**config.mk**
```make
export PLATFORM = sky130hd
export DESIGN_NAME = alu_ctrl
export DESIGN_NICKNAME = d
export VERILOG_FILES = /design/src/rtl/alu_pkg.sv /design/src/rtl/alu_ctrl.sv
export SDC_FILE = /design/constraint.sdc
export NUM_CORES = 1
export LEC_CHECK = 0
export CORE_UTILIZATION = 40
export CTS_CLUSTER_DIAMETER = 150
export CTS_CLUSTER_SIZE = 14
export DETAILED_ROUTE_END_ITERATION = 7
export DONT_BUFFER_PORTS = 1
export PLACE_DENSITY_LB_ADDON = 0.25
export SYNTH_ARGS = -nofsm -noshare
export SYNTH_HDL_FRONTEND = slang
export SYNTH_SLANG_ARGS = --single-unit
```
**constraint.sdc**
```tcl
create_clock -name clk -period 1.99 [get_ports clk]
set_input_delay 0.398 -clock clk [delete_from_list [all_inputs] [get_ports clk]]
set_output_delay 0.398 -clock clk [all_outputs]
set_load 0.005 [all_outputs]
```
**src/rtl/alu_pkg.sv**
```systemverilog
// rtl/alu_pkg.sv - shared opcodes, flag indices and FSM state type for alu_ctrl
//
// Purpose: constants and types used by the ALU request/response controller.
//   OP_*           3-bit opcodes; 101..111 are reserved
//   FLAG_*         bit positions inside the 3-bit {overflow, carry, zero} flag vectors
//   state_t        controller FSM states
//   op_is_reserved true for opcodes the ALU datapath must never see
package alu_pkg;

  localparam logic [2:0] OP_ADD = 3'b000;
  localparam logic [2:0] OP_SUB = 3'b001;
  localparam logic [2:0] OP_INC = 3'b010;
  localparam logic [2:0] OP_DEC = 3'b011;
  localparam logic [2:0] OP_NEG = 3'b100;

  localparam int FLAG_ZERO     = 0;
  localparam int FLAG_CARRY    = 1;
  localparam int FLAG_OVERFLOW = 2;

  typedef enum logic [1:0] {
    ST_IDLE = 2'd0,
    ST_EXEC = 2'd1,
    ST_RESP = 2'd2
  } state_t;

  function automatic logic op_is_reserved(input logic [2:0] op);
    return (op > OP_NEG);
  endfunction

endpackage

```
**src/rtl/alu_ctrl.sv**
```systemverilog
// rtl/alu_ctrl.sv - request/response sequencer around an external combinational ALU
//
// Purpose: accepts one request at a time, presents it to the ALU for one EXEC
// cycle, captures result and flags, and holds them until the consumer accepts.
// Optional feature: define ALU_CTRL_PERF_CNT_EN to add op_count, a wrapping
// count of completed legal operations.
//
// Ports:
//   clk, rst                       clock, synchronous active-high reset
//   req_valid/req_ready            request handshake; req_op, req_a, req_b payload
//   alu_op, alu_a, alu_b           operands to ALU (zero outside a legal EXEC)
//   alu_result, alu_zero,
//   alu_carry, alu_overflow        ALU outputs sampled at the end of EXEC
//   rsp_valid/rsp_ready            response handshake
//   rsp_result, rsp_flags, rsp_err captured response ({overflow, carry, zero})
//   status_clr, status             sticky status of the last legal operation
//   op_count                       (ALU_CTRL_PERF_CNT_EN only) completed legal ops
//   busy                           FSM not in IDLE
module alu_ctrl
  import alu_pkg::*;
#(
  parameter int CNT_W = 16
) (
  input  logic             clk,
  input  logic             rst,
  input  logic             req_valid,
  output logic             req_ready,
  input  logic [2:0]       req_op,
  input  logic [7:0]       req_a,
  input  logic [7:0]       req_b,
  output logic [2:0]       alu_op,
  output logic [7:0]       alu_a,
  output logic [7:0]       alu_b,
  input  logic [7:0]       alu_result,
  input  logic             alu_zero,
  input  logic             alu_carry,
  input  logic             alu_overflow,
  output logic             rsp_valid,
  input  logic             rsp_ready,
  output logic [7:0]       rsp_result,
  output logic [2:0]       rsp_flags,
  output logic             rsp_err,
  input  logic             status_clr,
  output logic [2:0]       status,
`ifdef ALU_CTRL_PERF_CNT_EN
  output logic [CNT_W-1:0] op_count,
`endif
  output logic             busy
);

  state_t     state_q, state_d;
  logic [2:0] op_q;
  logic [7:0] a_q, b_q;
  logic       op_rsv;
  logic       req_fire, rsp_fire, capture;
  logic [2:0] alu_flags;

  assign op_rsv = op_is_reserved(op_q);

  always_comb begin
    alu_flags                = '0;
    alu_flags[FLAG_ZERO]     = alu_zero;
    alu_flags[FLAG_CARRY]    = alu_carry;
    alu_flags[FLAG_OVERFLOW] = alu_overflow;
  end

  always_comb begin
    state_d   = state_q;
    req_ready = 1'b0;
    rsp_valid = 1'b0;
    busy      = 1'b1;
    capture   = 1'b0;
    alu_op    = '0;
    alu_a     = '0;
    alu_b     = '0;
    case (state_q)
      ST_IDLE: begin
        busy      = 1'b0;
        // Held low while rst is asserted so nothing is accepted in the reset cycle.
        req_ready = !rst;
        if (req_valid && !rst) state_d = ST_EXEC;
      end
      ST_EXEC: begin
        capture = 1'b1;
        // Reserved opcodes never reach the datapath.
        if (!op_rsv && !rst) begin
          alu_op = op_q;
          alu_a  = a_q;
          alu_b  = b_q;
        end
        state_d = ST_RESP;
      end
      ST_RESP: begin
        rsp_valid = 1'b1;
        if (rsp_ready) state_d = ST_IDLE;
      end
      default: state_d = ST_IDLE;
    endcase
  end

  assign req_fire = req_valid && req_ready;
  assign rsp_fire = rsp_valid && rsp_ready;

  always_ff @(posedge clk) begin
    if (rst) begin
      state_q    <= ST_IDLE;
      op_q       <= '0;
      a_q        <= '0;
      b_q        <= '0;
      rsp_result <= '0;
      rsp_flags  <= '0;
      rsp_err    <= 1'b0;
      status     <= '0;
    end else begin
      state_q <= state_d;
      if (req_fire) begin
        op_q <= req_op;
        a_q  <= req_a;
        b_q  <= req_b;
      end
      if (capture) begin
        rsp_result <= op_rsv ? 8'h00 : alu_result;
        rsp_flags  <= op_rsv ? 3'b000 : alu_flags;
        rsp_err    <= op_rsv;
      end
      // A legal capture overrides a same-cycle clear.
      if (capture && !op_rsv) status <= alu_flags;
      else if (status_clr)    status <= '0;
    end
  end

`ifdef ALU_CTRL_PERF_CNT_EN
  always_ff @(posedge clk) begin
    if (rst)                     op_count <= '0;
    else if (rsp_fire && !rsp_err) op_count <= op_count + 1'b1;
  end
`else
  logic unused_cnt;
  assign unused_cnt = ^{CNT_W, rsp_fire};
`endif

endmodule
```
# ---- After elaboration in Yosys (flattened, before gate mapping)
# Cells that the tools add are included.
dict set report word_totals {
  out_inout_bits 37
  word_cells 39
  register_bits 36
  inputBits 35
}
dict set report op_classes {
  eq_ne 4
  muxes 17
  n_lt_le_gt_ge 1
  reduce_logical 9
}
# operator count
set ops {}
lappend ops {{$mux W8} 5}
lappend ops {{$mux W3} 5}
lappend ops {{$pmux W2 S3} 1}
lappend ops {{$logic_and A1 B1 Y1} 4}
lappend ops {{$mux W1} 4}
lappend ops {{$mux W2} 2}
lappend ops {{$ne A2 B2 Y1 const B} 2}
lappend ops {{$gt A3 B3 Y1 const B} 1}
lappend ops {{$eq A2 B1 Y1 const B} 1}
lappend ops {{$eq A2 B2 Y1 const B} 1}
lappend ops {{$logic_not A1 Y1} 2}
lappend ops {{$logic_not A2 Y1} 1}
lappend ops {{$reduce_and A2 Y1} 1}
lappend ops {{$reduce_bool A2 Y1} 1}

# ---- Longest topological paths before layout
# Gate-level depths: netlist (run 1).
dict set report depth {
  ltp_word 5
  ltp_mapped 6
  ltp_nobuf 3
}

# ---- Worst setup path before layout (run 1)
# No wires, ideal clock.
dict set report synth_path {
  kind {input to output}
  start {in rst}
  end {out alu_op[0]}
  required_time_ps 1592
  path_stages 6
  path_slack_ps 420
  n_path_buf 3
  arrival_ps 1172
  path_cell_list {buf_2 -> inv_1 -> and3_1 -> buf_6 -> buf_8 -> and2_1}
}
dict set report synth_via {
  elab_chain_len 4
}
# element line
set synth_rtl {}
lappend synth_rtl {{start, declared} alu_ctrl.sv:25} ;# input logic rst,
lappend synth_rtl {{$logic_not A1 Y1} alu_ctrl.sv:86} ;# if (!op_rsv && !rst) begin
lappend synth_rtl {{$logic_and A1 B1 Y1} alu_ctrl.sv:86}
lappend synth_rtl {{$mux W3} alu_ctrl.sv:86}
lappend synth_rtl {{$mux W3} alu_ctrl.sv:76} ;# case (state_q)
lappend synth_rtl {{end, declared} alu_ctrl.sv:31} ;# output logic [2:0] alu_op,
# No other way between the ends.

# ---- Worst setup path in the final report (run 1)
dict set report layout_path {
  start {reg state_q[0]}
  end {out alu_op[2]}
}
dict set report layout_via {
  elab_chain_len 2
}
# element line
set layout_rtl {}
lappend layout_rtl {{start, declared} alu_ctrl.sv:51} ;# state_t state_q, state_d;
lappend layout_rtl {{start signal, assigned} alu_ctrl.sv:115} ;# state_q <= state_d;
lappend layout_rtl {{$eq A2 B1 Y1} alu_ctrl.sv:76}
lappend layout_rtl {{$mux W3} alu_ctrl.sv:76}
# No other way between the ends.

==> impl_metrics.ini, run 1 <==
[clocking]
hold_buffers = 0
cts_setup_buffers = 0
clk_latency_ns = 0.33
clkTransAtPathRegs_ns = 0.10
clock-sinks = 36
htreeDepth = 2
cts_root_buffer = clkbuf_4
cts_resized = 0
clock_path_buffers = 2
cts_inserted_buffers = 5
cts_tree = built

[finish]
syn2layout_area_growth_pct = 5.21
layout.nets = 189
drive_above_1_share_pct = 14.2
diodes = 0
num-fill-cells = 339

[floorplanning]
start_util_pct = 43.4
core_area_um2 = 3150
core.rowCount = 20
num_io_pins = 72
die_w_um = 60.5
die-area_um2 = 3660
die_h_um = 60.5

[logic_synthesis]
yosys_warnings = 0
synth-seq-cells = 36
synthesis.nets = 190
netlist_instances = 155
ys_seq_area_share_pct = 52.7
ys_types = 22
synth.avg_cell_area_um2 = 8.83
syn-cell-area_um2 = 1370

[routing]
first_pass_iters = 4
viasPerCell = 5.26
drc = 0
drt_wl_total_mm = 2.71
routedWlPerCell_um = 13.6
num_vias = 1046
drt_iter0_drc = 29
ant_nets = 0

[place]
gp_congestion = 0.744
dp_hpwl_mm = 1.98
port_buffers = 0
pre_cts_slack_ns = 0.492

[sta]
rsz0062_at_grt = no
slew_viol_final = 0
worst_slack_ns = 0.196
tightest_slew_ns = 0.670
relSlewSlack_pct = 55.2
fin_crit_ns = 1.79
hold_viol = 0
skew_ns = 0.00735
finalSetupViolations = 0
final.setup.tns_ns = 0
finalCritPeriodShare_pct = 90.2
fmax_ghz = 0.557

[pwr]
swShare_pct = 23.9
cellPowerDensity_nw_per_um2 = 897
power_leakage_nw = 0.546
p_sw_uw = 309
p_int_uw = 984
clkPwrFrac_pct = 30.5
seqPwrFrac_pct = 61.3
peakVddDrop_mv = 0.418
power_frac_comb_pct = 8.1

[grt]
antenna_found_initial = 0
grt_max_degree = 40
grt-ovfl-total = 0
grt_util_met3_pct = 7.46
top_usage_layer = met2
grt_usage_pct = 15.1
grt_pass1_vias = 951
grt_pass1_wl_mm = 3.93
met1_usage_pct = 14.6
grtUsageMet2_pct = 26.5

[setup_path]
path_buf_inv = 0
crit_chain = nor2b_4 > and3_1 > and2_1
startpoint_type = register
critPathTopFamily = simple AND/OR/NAND/NOR gates
cp_slowest_cell = dfxtp_1
cp.arrival_ns = 1.40
required_ns = 1.59
max_stage_delay_ns = 0.42
end_kind = output pin
path_class = register to output pin
worstPathMaxFanout = 6

[job]
cap_viol_max_count = 0

[status]
status = complete, no violations

[worst_hold_path]
min_path_type = input port to register
[cell usage in the layout (no fill, tap or decap)]
cell,count
o21ai_2,1
and2_1,3
nor2_1,19
nand2_4,1
nor3b_1,3
nor4b_4,1
a22o_2,7
clkbuf_4,5
o21ai_0,20
nor2b_4,1
a22o_1,7
nand2_1,38
inv_1,2
clkbuf_1,2
a21oi_1,2
clkbuf_8,1
and3_1,1
buf_4,3
dfxtp_1,36
and2b_2,1
or2_2,1
[synth_stat cells, drive strengths merged]
master	instances	area (um2)
and3	1	6.26
nor4b	1	23.8
a21oi	2	10.0
nor3b	3	22.5
and2b	1	8.76
and2	3	18.8
a22o	14	131
nor2	19	71.3
or2	1	6.26
o21ai	21	109
dfxtp	36	721
inv	2	7.51
clkbuf	3	11.3
nand2	39	149
nor2b	1	13.8
buf	8	58.8
[kinds of logic (layout without fill, tap and decap cells)]
logic type	count (synthesis)	count (layout)	share of synthesized area [%]
AOI/OAI and AO/OA	37	37	18.3
DFF	36	36	52.7
buffers and inverters	13	13	5.67
and+or+nand+nor	69	69	23.4
[path summary, 6_finish.rpt]
kind / start / to / slack (ns) / cells after the start
hold / removal: rst / state_q[1] / 0.14 / 1
setup / recovery: state_q[0] / alu_op[2] / 0.20 / 3
hold reg to reg: b_q[0] / b_q[0] / 0.49 / 2
setup reg to reg: state_q[1] / rsp_flags[1] / 0.60 / 3
[cell type report]
type	instances	area, um2	area share, %
Multi-Input combinational cell	106	576	40.0
Clock buffer	8	58.8	4.08
Timing Repair Buffer	3	22.5	1.56
Tap cell	44	55.1	3.82
Sequential cell	36	721	50.0
Inverter	2	7.51	0.521
[power by group through the flow]
stage	registers (mW)	logic (mW)	clock network [mW]
2_1_floorplan	0.803	0.0964	0
3_3_place_gp	0.808	0.101	0
3_5_place_dp	0.809	0.106	0
4_1_cts	0.793	0.106	0.411
5_1_grt	0.799	0.120	0.450
6_report	0.793	0.105	0.394
[metal layers]
metal  vias up  part of all wire [%]
met5         -                     0
met4         0                   1.9
met3         6                    10
met2        57                    47
met1       469                    40
li1        514                     -
[flip-flops by register name (all words and copies together), names as in the netlist]
signal      count
op_q            3
status          3
rsp_result      8
b_q             8
rsp_flags       3
a_q             8
state_q         2
rsp_err         1
[worst reg2reg max path: cells and delay by family, from the launching register on]
family | cells | cell delay (ns)
AOI/OAI and AO/OA | 1 | 0.24
DFF | 1 | 0.47
and+or+nand+nor | 2 | 0.62
[per-stage QoR]
stage          power (mW)  instance area, um2  instances  util (%)  hold slack [ns]
4_1_cts              1.31                1440        199      45.5            0.118
6_report             1.29                1440        199      45.7            0.136
2_1_floorplan       0.900                1370        155         -            0.456
3_5_place_dp        0.915                1380        191      43.7            0.479
3_3_place_gp        0.908                1380        191      43.7            0.471
5_1_grt              1.37                1440        199      45.7           0.0999
No activity file was read; power rests on OpenSTA's default activity.
==> run 2: changes to the inputs <==
- CELL_PAD_IN_SITES_DETAIL_PLACEMENT: default -> 1
- CELL_PAD_IN_SITES_GLOBAL_PLACEMENT: default -> 2
- CORE_UTILIZATION: 40 -> 35
==> impl_metrics.ini, run 2 (synthesis gave the netlist of run 1 again) <==
[setup_path]
r2r_slack_ns = 0.65
worstReg2RegEnd = rsp_result[0]
cp_slowest_cell = dfxtp_1
startpoint_type = register
endpoint = alu_op[1]
worstSetupPathDepth = 3
end_kind = output pin
cp.arrival_ns = 1.35
r2r-start = state_q[0]
crit_chain = nor2b_4 > and3_1 > and2_1
path_buf_inv = 0
max_stage_delay_ns = 0.41
critPathTopFamily = simple AND/OR/NAND/NOR gates
worstPathMaxFanout = 6
startpoint = state_q[0]
required_ns = 1.59
path_class = register to output pin
reg2reg_depth = 4

[floorplanning]
start_util_pct = 36.8
core.rowCount = 22
num_io_pins = 72
die-area_um2 = 4160
die_w_um = 64.5
core_area_um2 = 3720
die_h_um = 64.5

[grt]
antenna_found_initial = 0
grt-ovfl-total = 0
grt_usage_pct = 16.1
grt_pass1_vias = 1031
grt_max_degree = 40
grt_pass1_wl_mm = 4.97

[place]
gp_congestion = 0.740
placed_cells = 197
dp_hpwl_mm = 2.25
port_buffers = 0

[finish]
reg_top3 = a_q: 8 flops, b_q: 8 flops, rsp_result: 8 flops
layout.nets = 191
final_common_cell = nand2_1
layout_common_cells = nand2_1 (38), dfxtp_1 (36), o21ai_0 (20)
syn2layout_area_growth_pct = 10.2
diodes = 0
drive_above_1_share_pct = 15.9
num-fill-cells = 455
finalNonFillerCells = 205

[sta]
fmax_ghz = 0.571
finalCritPeriodShare_pct = 87.9
fin_crit_ns = 1.75
relSlewSlack_pct = 78.7
slew_viol_final = 0
hold_viol = 0
tightest_slew_ns = 0.319
final.setup.tns_ns = 0
skew_ns = 0.00664
finalSetupViolations = 0
rsz0062_at_grt = no

[clocking]
cts_inserted_buffers = 5
clkTransAtPathRegs_ns = 0.06
cts_resized = 0
cts_tree = built
cts_setup_buffers = 0
clk_latency_ns = 0.28
hold_buffers = 0
cts_root_buffer = clkbuf_8
clock-sinks = 36
htreeDepth = 2
clock_path_buffers = 2

[routing]
first_pass_iters = 4
num_vias = 1055
drt_wl_total_mm = 3.07
ant_nets = 0
drt_iter0_drc = 36
viasPerCell = 5.15
routedWlPerCell_um = 15.0
drc = 0

[worst_hold_path]
min_path_type = input port to register

[job]
cap_viol_max_count = 0

[pwr]
cellPowerDensity_nw_per_um2 = 1010
power_leakage_nw = 0.578
peakVddDrop_mv = 0.354

[status]
status = complete, no violations
-- run 2: cell count changes in the layout (fill, tap and decap cells not counted), sizes merged --
cell	change
buf	+2
bufinv	+1
clkbuf	-2
clkinv	+1
-- run 2: cell type report --
| class | count | area [um2] | share of cell area (%) |
|---|---|---|---|
| multi-input cells | 106 | 576 | 38.1 |
| inverters | 2 | 7.51 | 0.498 |
| repair buffers | 5 | 37.5 | 2.49 |
| clock inverters | 2 | 35.0 | 2.32 |
| clock buffers | 6 | 72.6 | 4.81 |
| flip-flops and latches | 36 | 721 | 47.8 |
| well taps | 48 | 60.1 | 3.98 |
-- run 2: report_power, final --
| part | switching [mW] | internal [mW] |
|---|---|---|
| clock | 0.240 | 0.371 |
| sequential | 0.0262 | 0.768 |
| combinational | 0.0661 | 0.0450 |
-- run 2: per-layer routing --
layer / routed length [um] / part of all wire, % / track usage [%] / up-vias
met4: 23 / 0.75 / 7.50 / 0
li1: - / - / - / 513
met3: 256 / 8.3 / 6.69 / 2
met2: 1570 / 51 / 28.0 / 42
met5: 0 / 0 / 0 / -
met1: 1220 / 40 / 16.8 / 498
-- run 2: how the worst min path moves through the flow --
| stage | from | to | slack [ns] | depth (start not counted) |
|---|---|---|---|---|
| 2_1_floorplan | a_q[0] | a_q[0] | 0.46 | 2 |
| 3_3_place_gp | a_q[3] | a_q[3] | 0.47 | 2 |
| 3_5_place_dp | rst | state_q[1] | 0.48 | 1 |
| 4_1_cts | rst | state_q[1] | 0.18 | 1 |
| 5_1_grt | rst | state_q[1] | 0.18 | 1 |
| 6_report | rst | state_q[1] | 0.19 | 1 |
-- run 2: through the flow --
stage | cell area (um2) | util [%] | setup slack [ns] | hold slack, ns | power, mW
after CTS | 1500 | 40.5 | 0.108 | 0.179 | 1.55
final | 1510 | 40.6 | 0.240 | 0.194 | 1.52
after global routing | 1510 | 40.6 | 0.115 | 0.177 | 1.60
after floorplan | 1370 | - | 0.420 | 0.456 | 0.900
after global placement | 1400 | 37.6 | 0.523 | 0.470 | 0.914
after detailed placement | 1400 | 37.6 | 0.428 | 0.478 | 0.924
==> run 3: changes to the inputs <==
- TNS_END_PERCENT: default -> 30
==> results of run 3 <==
Final layout, timing and power as in run 2 (identical DEF).
